`src/rtl/mac4b_exec_unit.sv`:
```
// mac4b_exec_unit: 4-lane byte dot-product execution stage with credit-based result FIFO
// Optional perf counters (perf_ops_o, perf_stall_o) enabled by MAC4B_PERF_CNT_EN.
module mac4b_exec_unit #(
  parameter int DEPTH = 4,
  parameter int ID_W  = 3
) (
  input  logic            clk_i,
  input  logic            rst_i,
  input  logic            flush_i,
  input  logic            issue_valid_i,
  output logic            issue_ready_o,
  input  logic [ID_W-1:0] issue_id_i,
  input  logic [4:0]      issue_rd_i,
  input  logic [1:0]      issue_funct3_i,
  input  logic [31:0]     rs1_i,
  input  logic [31:0]     rs2_i,
  output logic            result_valid_o,
  input  logic            result_ready_i,
  output logic [ID_W-1:0] result_id_o,
  output logic [4:0]      result_rd_o,
  output logic [31:0]     result_data_o,
  output logic            result_we_o
`ifdef MAC4B_PERF_CNT_EN
  ,
  output logic [31:0]     perf_ops_o,
  output logic [31:0]     perf_stall_o
`endif
);
  localparam int PW = $clog2(DEPTH);
  localparam int CW = PW + 1;
  localparam int EW = ID_W + 37;
  logic                 accept, push, pop;
  logic [CW:0]          credit;
  logic                 s1_valid_q, s1_valid_d, s2_valid_q, s2_valid_d;
  logic [ID_W-1:0]      s1_id_q, s1_id_d, s2_id_q, s2_id_d;
  logic [4:0]           s1_rd_q, s1_rd_d, s2_rd_q, s2_rd_d;
  logic [3:0][17:0]     s1_p_q, s1_p_d;
  logic [31:0]          s2_sum_q, s2_sum_d;
  logic [EW-1:0]        mem_q [DEPTH];
  logic [EW-1:0]        mem_d [DEPTH];
  logic [PW-1:0]        wptr_q, wptr_d, rptr_q, rptr_d;
  logic [CW-1:0]        count_q, count_d;
  // Credit counts every op that will land in the FIFO, so stages never stall
  always_comb begin
    credit         = (CW+1)'(count_q) + (CW+1)'(s1_valid_q) + (CW+1)'(s2_valid_q);
    issue_ready_o  = !flush_i && credit < (CW+1)'(DEPTH);
    accept         = issue_valid_i && issue_ready_o;
    result_valid_o = count_q != '0;
    result_we_o    = result_valid_o;
    {result_id_o, result_rd_o, result_data_o} = mem_q[rptr_q];
    pop            = result_valid_o && result_ready_i;
    push           = s2_valid_q && !flush_i;
  end
  // Stage 1 multiplies extended bytes; stage 2 sums sign-extended products
  always_comb begin
    s1_valid_d = accept;
    s1_id_d    = accept ? issue_id_i : s1_id_q;
    s1_rd_d    = accept ? issue_rd_i : s1_rd_q;
    s1_p_d     = s1_p_q;
    for (int i = 0; i < 4; i++)
      if (accept)
        s1_p_d[i] = {{10{issue_funct3_i[0] & rs1_i[8*i+7]}}, rs1_i[8*i +: 8]} *
                    {{10{issue_funct3_i[1] & rs2_i[8*i+7]}}, rs2_i[8*i +: 8]};
    s2_valid_d = s1_valid_q && !flush_i;
    s2_id_d    = s1_id_q;
    s2_rd_d    = s1_rd_q;
    s2_sum_d   = '0;
    for (int i = 0; i < 4; i++)
      s2_sum_d = s2_sum_d + {{14{s1_p_q[i][17]}}, s1_p_q[i]};
  end
  // Result FIFO bookkeeping; flush empties it after any coincident pop
  always_comb begin
    mem_d = mem_q;
    if (push) mem_d[wptr_q] = {s2_id_q, s2_rd_q, s2_sum_q};
    wptr_d  = flush_i ? '0 : wptr_q + PW'(push);
    rptr_d  = flush_i ? '0 : rptr_q + PW'(pop);
    count_d = flush_i ? '0 : count_q + CW'(push) - CW'(pop);
  end
  // State registers with asynchronous reset
  always_ff @(posedge clk_i or posedge rst_i) begin
    if (rst_i) begin
      s1_valid_q <= 1'b0;
      s1_id_q    <= '0;
      s1_rd_q    <= '0;
      s1_p_q     <= '0;
      s2_valid_q <= 1'b0;
      s2_id_q    <= '0;
      s2_rd_q    <= '0;
      s2_sum_q   <= '0;
      mem_q      <= '{default: '0};
      wptr_q     <= '0;
      rptr_q     <= '0;
      count_q    <= '0;
    end else begin
      s1_valid_q <= s1_valid_d;
      s1_id_q    <= s1_id_d;
      s1_rd_q    <= s1_rd_d;
      s1_p_q     <= s1_p_d;
      s2_valid_q <= s2_valid_d;
      s2_id_q    <= s2_id_d;
      s2_rd_q    <= s2_rd_d;
      s2_sum_q   <= s2_sum_d;
      mem_q      <= mem_d;
      wptr_q     <= wptr_d;
      rptr_q     <= rptr_d;
      count_q    <= count_d;
    end
  end
  assert property (@(posedge clk_i) disable iff (rst_i) !(push && count_q == CW'(DEPTH)));
`ifdef MAC4B_PERF_CNT_EN
  logic [31:0] perf_ops_q, perf_ops_d, perf_stall_q, perf_stall_d;
  // Free-running event counters, immune to flush
  always_comb begin
    perf_ops_d   = perf_ops_q + 32'(pop);
    perf_stall_d = perf_stall_q + 32'(issue_valid_i && !issue_ready_o);
  end
  // Counter registers
  always_ff @(posedge clk_i or posedge rst_i) begin
    if (rst_i) begin
      perf_ops_q   <= '0;
      perf_stall_q <= '0;
    end else begin
      perf_ops_q   <= perf_ops_d;
      perf_stall_q <= perf_stall_d;
    end
  end
  assign perf_ops_o   = perf_ops_q;
  assign perf_stall_o = perf_stall_q;
`endif
endmodule

```
`config.mk`:
```
export PLATFORM = sky130hd
export DESIGN_NAME = mac4b_exec_unit
export DESIGN_NICKNAME = d
export VERILOG_FILES = /design/src/rtl/mac4b_exec_unit.sv
export SDC_FILE = /design/constraint.sdc
export NUM_CORES = 1
export LEC_CHECK = 0
export BUFFER_PORTS_ARGS = -buffer_cell sky130_fd_sc_hd__buf_4
export CORE_UTILIZATION = 40
export DETAILED_ROUTE_END_ITERATION = 8
export PLACE_DENSITY = 0.66
export RECOVER_POWER = 25
export SYNTH_ARGS = -nofsm -noshare
export SYNTH_HDL_FRONTEND = slang
export SYNTH_SLANG_ARGS = --single-unit
```
`constraint.sdc`:
```
create_clock -name clk_i -period 10.7 [get_ports clk_i]
set_input_delay 1.605 -clock clk_i [delete_from_list [all_inputs] [get_ports clk_i]]
set_output_delay 1.605 -clock clk_i [all_outputs]
set_load 0.005 [all_outputs]
```
* After elaboration in Yosys (flattened, before gate mapping)
Cells that the tools add are included.
Word-level totals: memories 0, output and inout bits 43, logic and storage cells 62, register bits 278, memory bits (read-only) 0, bits in latches 0, RAM bits 0, input port bits 79
Cells by class: shift operators 0, bitwise gates (word level) 10, multipliers 4, mux-type cells 9, $add $sub $neg 9, magnitude comparators 4, reduce and logical (&&, ||, !) cells 8, div/mod/pow operators 0, eq/ne operators 0
Operators with widths (count):
- $bwmux 160 | 1
- $mux 40 | 3
- $bmux 40 s2 | 1
- $demux 40 s2 | 1
- $mul 9x9->18 | 4
- $add 20x18->21 | 1
- $add 19x18->20 | 1
- $add 18x18->19 | 1
- $and 1x1->1 | 8
- $ge 3x3->1 const B | 2
- $logic_and 1x1->1 | 6
- $not 2->3 | 2
- $add 2x1->2 | 2
- $add 3x1->4 | 1
- $add 4x1->4 | 1
- $lt 4x3->1 const B | 1
- $mux 2 | 2
- $add 3x1->3 | 1
- $lt 3x1->1 const B | 1
- $mux 3 | 1
- $reduce_bool 3->1 | 1
- $sub 3x1->3 | 1
- $logic_not 1->1 | 1

* Logic depth before layout (Yosys ltp)
Gate-level depths: netlist of the first run.
word-level depth 6, mapped depth 21, mapped depth without buffers 20

* Worst setup path after synthesis of the first run
OpenSTA, ideal clock, no wires.
path kind input -> register, from input rs2_i[15], to register s1_p_q[33] (netlist name), required time 10580 ps, buffers on the path 1, path slack 4094 ps, stages 19, setup time 120 ps, arrival 6486 ps, cells stage by stage clkbuf_1 nand2_1 or2_2 fa_1 fa_1 inv_1 fa_1 fa_1 inv_1 fa_1 inv_1 ha_1 o21ai_0 a21oi_1 o41a_1 o21ai_0 a21boi_0 or3_1 a31o_2
On the way: cells in the longest elaborated chain, start to end 2
RTL lines:
- start, declared | RTL line 16 | input logic [31:0] rs2_i,
- $and 1x1->1 | RTL line 63 | {{10{issue_funct3_i[1] & rs2_i[8*i+7]}}, rs2_i[8*i +: 8]};
- $mul 9x9->18 * | RTL line 62 | s1_p_d[i] = {{10{issue_funct3_i[0] & rs1_i[8*i+7]}}, rs1_i[8*i +: 8]} *
- end signal, assigned | RTL line 98 | s1_p_q <= s1_p_d;
- end, declared | RTL line 37 | logic [3:0][17:0] s1_p_q, s1_p_d;
Every way passes the cells marked *; elsewhere a longest branch is shown, timed or not. A chain may end at the register's enable or synchronous reset.

==> out/results.tsv, run 1 <==
metric	value	unit
status	complete, but fails checks	
violations	max-capacitance violations, max-slew violations	
max_freq	140.6	MHz
cts_tree	yes	
nets	2816	
yosysSeqAreaShare	25.74	%
r2r_slack	6770	ps
endpoint	mem_q[120]	
endpoint_kind	asynchronous set/reset pin	
period_minus_slack	7115	ps
grt_pass1_wl	81.07	mm
critPathRequiredTime	11180	ps
dieArea	57830	um2
synth_mux_area_share	8.613	%
dr_total_vias	15003	
skew	33.80	ps
vdd_ir_drop_max	0.0002554	V
cp_top_family	buffers and inverters	
cts_buffers	26	
area_growth	10.59	%
r2r_end	s2_sum_q[19]	
cts_buffer_depth	3	
path_clk_slew	50	ps
first_iter_violations	689	
nFillCells	5347	
p_comb_share	67.5	%
rows	87	
swShare	44.80	%
dp_slack	3690	ps
path_class	input pin to asynchronous set/reset pin	
finalSetupTns	0	ps
synth-adder-area-share	37.81	%
post_cts_buffers	0	
r2r_cells	12	
synth_compound_area_share	5.187	%
root_buffer	clkbuf_16	
drive_above_1_share	15.17	%
io-pin-count	122	
finalHoldViolCount	0	
fp.dieH	240.5	um
ys_ff_latch	234	
syn-instance-count	2178	
final_cell_mix	inv_1 (354), nand2_1 (328), fa_1 (319)	
setup_viol	0	
layout_commonest_cell	inv_1	
holdWs	369.8	ps
die_w	240.5	um
ant_nets	0	
synth_top_family_by_area	adder cells	
min_from	s1_id_q[1]	
insertion_delay	540	ps
synthDistinctLibCells	54	
power_frac_seq	20.0	%
cts_resized	0	
synth_xor_area_share	3.196	%
worstReg2RegStart	s1_p_q[19]	
clock_power_share	12.5	%
place_hpwl	38.18	mm
synthSimpleGateAreaFrac	11.74	%
hold_class	register to register	
synth_edf_count	0	
grt_pass1_vias	16291	
place_area	24280	um2
antenna_found_initial	0	
netlist_top_cells_area	fa_1 (28%), dfrtp_1 (26%), ha_1 (9.7%)	
syn_avg_cell_area	10.44	um2
cts-htree-levels	1	
drv_cap	2	
path_buf_inv	4	
cpPeakStageDelay	2690	ps
startpoint	rst_i	
crit_fanout	84	
synthDominantCellAreaShare	28.07	%
grt_usage	17.40	%
async_reset_ff_share	100.0	%
grt_max_degree	96	
final_cell_area	25160	um2
routabilityCongestion	0.8791	
drt_pass1_iterations	7	
synth_top_area_cell	fa_1	
utilization	44.70	%
netlist_area	22750	um2
slowest_stage	clkbuf_1	
vias_per_cell	4.973	
diodes	0	
drt_wl_total	47.90	mm
drc	0	
p_int	4028	uW
leakage	0.01278	uW
path_depth	4	
coreArea	56280	um2
synthFlopType	dfrtp_1	
grt_overflow_total	0	
syn_nets	2753	
wl_per_cell	15.88	um
finalMaxSlewViolations	154	
slew_headroom	-144.3	%
worstPathCellList	clkbuf_4 > clkinvlp_2 > clkbuf_1 > buf_4	
start_util	40.42	%
post-route-period-util	66.49	%
powerDensity	290.1	nW/um2
setup_slack	3585	ps
cts_sinks	234	
power.switching	3269	uW
ys_warn_count	0	
rsz0062_at_grt	no	
worst_slew_pin_slew	3665	ps
numPortBuffers	121	
cts_hold_buf	0	
start_kind	input pin	
worstPathArrival	7600	ps
cell families after synthesis:
family                   count (synthesis)
multiplexers                           145
flip-flops                             234
AND/OR/NAND/NOR                        582
AO/OA/AOI/OAI                          187
buffers and inverters                  451
adder cells (fa/ha/maj)                496
XOR/XNOR                                83
synth_stat cells, types with 2 or more instances:
master    number
clkbuf_1      70
a311o_1        2
a211oi_1       2
nand3_1       11
o21bai_1       4
a31oi_1        6
a31o_2         2
a21o_1        14
o41a_1         2
or2_2         11
a21oi_1       44
xnor2_1       56
buf_2         13
nor2_1        53
nand2_1      329
ha_1         177
buf_4         12
nand2b_1       9
o31ai_1        7
nor3_1        15
a211o_1        4
and3_1        10
dfrtp_1      234
fa_1         319
xor2_1        27
o32ai_1        2
and2_1       119
or3_1          6
mux2_2       116
o31a_1         4
o21ai_0       65
nor2b_1       12
o21a_1        18
mux4_2        29
inv_1        355
registers in the layout, indices dropped and copies added, names as in the netlist:
signal      count
mem_q         116
s1_p_q         72
s2_sum_q       21
s1_rd_q         5
s2_rd_q         5
count_q         3
s1_id_q         3
s2_id_q         3
rptr_q          2
wptr_q          2
s1_valid_q      1
s2_valid_q      1
worst min-delay path by stage:
stage | to | cells past startpoint
final | s2_id_q[1] | 0
after floorplan | s2_id_q[0] | 0
after CTS | s2_id_q[1] | 0
after global routing | s2_id_q[1] | 0
after detailed placement | s2_id_q[1] | 0
after global placement | s2_id_q[1] | 0
power groups by stage:
stage               sequential (uW)  combinational, uW  clock, uW
floorplan                      1350               3770          0
global placement               1460               4830          0
detailed placement             1480               4930          0
CTS                            1460               4970        932
global route                   1500               5620        968
finish                         1460               4930        912
routing by layer:
layer  track usage [%]  vias up  routed length (um)
met5                 0        -                   0
met1             22.55     7751               20560
met4             3.706        0                 886
met3             1.848       63                1498
li1                  -     6956                   -
met2             31.19      233               24950
per-stage QoR:
stage / cells / power [uW]
2_1_floorplan: 2178 / 5126
3_3_place_gp: 2969 / 6288
3_5_place_dp: 2969 / 6404
4_1_cts: 3017 / 7369
5_1_grt: 3017 / 8087
6_report: 3017 / 7297
area by class of cell:
type	instances	area [um2]	area share (%)
clock buffers	33	726.9	2.890
clock inverters	15	170.2	0.6764
inverters	356	1338	5.317
multi-input cells	1493	15150	60.22
flip-flops and latches	234	5858	23.29
well taps	756	945.9	3.760
repair buffers	130	968.4	3.849
No activity file was read; power rests on OpenSTA's default activity.
==> run 2: changes to the inputs <==
PLACE_DENSITY = 0.68   (was 0.66)
clock period = 5.85 ns   (was 10.7 ns; I/O delays follow)
==> run 2 against run 1 <==
The run now ends clean; hold slack improved by 4.0 ps; design area increased by 1.1%; routed wire length barely moved; sequential cell count did not move; total power grew 86%; clock power up 95%; sequential power is 83% higher; utilization rose by 0.48 points; clock skew down 7.4 ps; worst setup slack got worse by 3200 ps; critical endpoint is now s1_p_q[70]; largest cell class unchanged.
==> out/results.tsv, run 2 (synthesis gave the netlist of run 1 again) <==
metric	value	unit
io-pin-count	122	
skew	26.42	ps
path_class	input pin to register	
worstPathArrival	5770	ps
grt_max_degree	147	
antenna_found_initial	1	
start_util	40.42	%
rows	87	
numPortBuffers	121	
post-route-period-util	92.62	%
first_iter_violations	645	
setup_viol	0	
nFillCells	5250	
die_w	240.5	um
dp_slack	-99.86	ps
nets	2839	
drt_wl_total	47.91	mm
top_register	mem_q	
powerDensity	532.7	nW/um2
cts_sinks	234	
coreArea	56280	um2
dr_total_vias	15041	
reg_top3	mem_q (116), s1_p_q (72), s2_sum_q (21)	
multi_input_area	15160	um2
vdd_ir_drop_max	0.0004626	V
swShare	44.24	%
post_cts_buffers	0	
insertion_delay	530	ps
critPathRequiredTime	6200	ps
finalSetupTns	0	ps
path_clk_slew	60	ps
cts_buffers	26	
leakage	0.01294	uW
period_minus_slack	5418	ps
hold_class	register to register	
status	complete, no violations	
min_path_cells	0	
max_freq	184.6	MHz
endpoint_kind	register	
cts_tree	yes	
holdWs	373.7	ps
clock_power_share	13.1	%
place_hpwl	38.48	mm
layout_commonest_cell	inv_1	
p_comb_share	67.2	%
start_kind	input pin	
p_int	7552	uW
cts_resized	0	
cts_hold_buf	0	
wl_per_cell	15.76	um
cts-htree-levels	1	
final_cell_area	25430	um2
fp.dieH	240.5	um
cts_buffer_depth	3	
drive_above_1_share	16.16	%
drt_pass1_iterations	5	
power_frac_seq	19.7	%
grt_pass1_vias	16396	
finalHoldViolCount	0	
crit_fanout	10	
setup_slack	431.9	ps
drv_cap	0	
ant_nets	0	
seqCellArea	5858	um2
area_growth	11.77	%
worst_slew_pin_slew	1385	ps
p_total	13540	uW
power.switching	5991	uW
drc	0	
final_cell_mix	inv_1 (354), nand2_1 (327), fa_1 (319)	
largest_reg_flops	116	
rsz0062_at_grt	no	
slew_headroom	7.154	%
grt_pass1_wl	80.36	mm
grt_overflow_total	0	
routabilityCongestion	0.8929	
grt_usage	17.29	%
finalMaxSlewViolations	0	
root_buffer	clkbuf_16	
r2r_cells	12	
dieArea	57830	um2
place_area	24460	um2
vias_per_cell	4.948	
[run 2: changes by cell type in the layout (fill, tap and decap cells not counted)]
cell and change:
buf_12 +1, nand2_1 -1, buf_4 +24, clkbuf_8 +6, nor3b_2 +1, nor3b_1 -1, clkbuf_4 -1, clkinvlp_4 -2
nand2_2 +1, bufinv_16 +1, clkinv_2 -5, clkbuf_1 -2, diode_2 +1
[run 2: through the flow]
stage | std cells | utilization (%)
after floorplan | 2178 | -
after global placement | 2992 | 43.47
after detailed placement | 2992 | 43.47
after CTS | 3039 | 45.19
after global routing | 3040 | 45.18
final | 3040 | 45.18
[run 2: path summary, 6_finish.rpt]
path	start	end	slack, ps
worst max-delay path	issue_funct3_i[0]	s1_p_q[70]	430
worst min-delay path	s1_id_q[2]	s2_id_q[2]	370
worst max register to register	s1_p_q[19]	s2_sum_q[19]	2020
worst min register to register	s1_id_q[2]	s2_id_q[2]	370
max in group asynchronous	rst_i	s1_p_q[4]	3850
min in group asynchronous	rst_i	s1_rd_q[1]	680
[run 2: layout make-up]
| cell class | count | share of cell area [%] |
|---|---|---|
| Clock inverter | 9 | 0.6299 |
| Tap cell | 756 | 3.720 |
| Sequential cell | 234 | 23.04 |
| Clock buffer | 38 | 3.169 |
| Multi-Input combinational cell | 1493 | 59.62 |
| Antenna cell | 1 | 0.009842 |
| Timing Repair Buffer | 153 | 4.552 |
| Inverter | 356 | 5.261 |
[run 2: routing by layer]
layer / wire (um) / global-route usage, % / part of all wire [%] / up-vias
met1: 20600 / 22.15 / 43 / 7730
met3: 1672 / 1.906 / 3.5 / 59
met5: 0 / 0 / 0 / -
met4: 816 / 3.899 / 1.7 / 0
li1: - / - / - / 6984
met2: 24830 / 31.14 / 52 / 268
[run 2: power by group through the flow]
stage / Sequential (uW) / Combinational, uW / Clock (uW)
final: 2670 / 9100 / 1780
after CTS: 2680 / 9170 / 1810
after detailed placement: 2700 / 9090 / 0
after global placement: 2670 / 8830 / 0
after floorplan: 2480 / 6900 / 0
after global routing: 2730 / 10400 / 1880
[run 2: critical path: stages]
cell and delay (ps):
buf_4 220, and2_1 290, nand2_1 130, buf_4 160, fa_1 570, inv_1 130
fa_1 520, inv_1 50, fa_1 520, inv_1 40, fa_1 430, ha_1 290
ha_1 320, a21oi_1 180, o21ai_0 200, a311o_1 390, a31oi_1 190, xor2_1 150
o21ai_0 90
==> run 3: changes to the inputs <==
CORE_ASPECT_RATIO = 0.75   (was default)
CORE_MARGIN = 5   (was default)
==> run 3 against run 2 <==
The run now ends with max-capacitance violations, max-slew violations left; global-route usage decreased by 1.1 points; count of clock-buffer cells in the layout decreased by 10; largest power group unchanged; design area decreased by 0.50%; clock skew decreased by 16 ps; worst setup slack improved by 65 ps; non-clock buffer count increased by 5; cell count decreased by 0.76%; total power increased by 0.28%; combinational power increased by 2%; routed wire length increased by 2.0%; die area increased by 6.8%.
==> out/results.tsv, run 3 (synthesis gave the netlist of run 1 again) <==
metric	value	unit
status	complete, but fails checks	
violations	max-capacitance violations, max-slew violations	
r2r_slack	1950	ps
holdPathEnd	s2_id_q[0]	
start_util	40.54	%
first_iter_violations	722	
drive_above_1_share	16.23	%
grt_pass1_vias	16419	
finalMaxSlewViolations	217	
drt_pass1_iterations	9	
min_path_cells	0	
diodes	0	
cts_tree	yes	
r2r_end	s2_sum_q[19]	
area_growth	11.21	%
numPortBuffers	121	
period_minus_slack	5353	ps
worstReg2RegStart	s1_p_q[19]	
dr_total_vias	14965	
crit_fanout	10	
setup_slack	496.5	ps
root_buffer	clkbuf_16	
ant_nets	0	
nFillCells	5269	
finalHoldViolCount	0	
cts_resized	0	
post-route-period-util	91.51	%
critPathRequiredTime	6280	ps
rsz0062_at_grt	no	
dp_slack	-71.85	ps
seqCellArea	5858	um2
largest_reg_flops	116	
path_class	input pin to register	
cts_buffer_depth	3	
cts-htree-levels	1	
routabilityCongestion	0.8747	
min_from	s1_id_q[0]	
final_cell_mix	inv_1 (354), nand2_1 (327), fa_1 (319)	
dp.cells	2972	
dieArea	61790	um2
layout_commonest_cell	inv_1	
top_register	mem_q	
max_freq	186.8	MHz
multi_input_area	15160	um2
r2r_cells	12	
grt_pass1_wl	83.52	mm
antenna_found_initial	1	
drt_wl_total	48.89	mm
nets	2843	
hold_class	register to register	
endpoint_kind	register	
drv_cap	2	
vdd_ir_drop_max	0.0005744	V
start_kind	input pin	
place_area	24470	um2
cts_hold_buf	0	
coreArea	56120	um2
finalSetupTns	0	ps
rows	75	
wl_per_cell	16.21	um
path_clk_slew	60	ps
grt_usage	16.21	%
grt_max_degree	183	
final_cell_area	25300	um2
cts_buffers	25	
reg_top3	mem_q (116), s1_p_q (72), s2_sum_q (21)	
drc	0	
place_hpwl	39.21	mm
io-pin-count	122	
fp.dieH	216.5	um
setup_viol	0	
skew	10.61	ps
cts_sinks	234	
vias_per_cell	4.960	
grt_overflow_total	0	
die_w	285.4	um
insertion_delay	540	ps
post_cts_buffers	0	
slew_headroom	-63.58	%
worstPathArrival	5780	ps
worst_slew_pin_slew	2454	ps
powerDensity	536.9	nW/um2
final_cell_count_no_fill	3017	
utilization	45.08	%
leakage	0.01289	uW
==> run 3: cell count changes in the layout (fill, tap and decap cells not counted), sizes merged <==
cell and change:
clkbuf -8, clkinv +4, buf +3, clkinvlp +3
inv +2, bufinv -1, diode -1
==> run 3: worst max-delay path, stage by stage <==
cell and delay (ps):
buf_4 220, and2_1 210, nand2_1 100, fa_1 490
inv_1 50, fa_1 480, fa_1 500, fa_1 500
inv_1 50, fa_1 500, inv_1 40, ha_1 280
o21ai_0 150, a21oi_1 80, o41a_1 340, o21ai_0 200
a21boi_0 130, or3_1 320, a31o_2 250
==> run 3: metrics by stage <==
stage               hold slack [ps]  power, uW
finish                        381.4      13580
global route                  386.3      15010
CTS                           348.4      13660
detailed placement            363.7      11920
global placement              361.3      11650
floorplan                     353.5       9376
==> run 3: power breakdown <==
part	internal, uW	switching, uW	total, uW
combinational	4210	5060	9270
sequential	2190	484	2680
clock	952	677	1630
total	7360	6230	13600
==> run 3: worst max path at each step <==
| stage | start | to | slack [ps] | cells past startpoint |
|---|---|---|---|---|
| finish | issue_funct3_i[0] | s1_p_q[33] | 500 | 19 |
| floorplan | rs2_i[15] | s1_p_q[33] | 30 | 19 |
| detailed placement | issue_funct3_i[0] | s1_p_q[33] | -70 | 19 |
| global route | issue_funct3_i[0] | s1_p_q[33] | 180 | 19 |
| global placement | issue_funct3_i[0] | s1_p_q[33] | -30 | 19 |
| CTS | issue_funct3_i[0] | s1_p_q[33] | 490 | 19 |
==> run 3: layout make-up <==
cell class / instances / area share (%)
Clock inverter: 17 / 0.7666
Multi-Input combinational cell: 1493 / 59.92
Inverter: 356 / 5.287
Timing Repair Buffer: 158 / 4.659
Clock buffer: 28 / 2.597
Sequential cell: 234 / 23.16
Tap cell: 731 / 3.615
==> run 3: per-layer routing <==
layer	up-vias	share of wire [%]	GRT usage [%]	wire [um]
li1	7017	-	-	-
met1	7595	46	23.35	22680
met3	59	4.7	2.363	2312
met4	0	1.9	3.067	921
met2	294	47	26.52	22980
met5	-	0	0	0
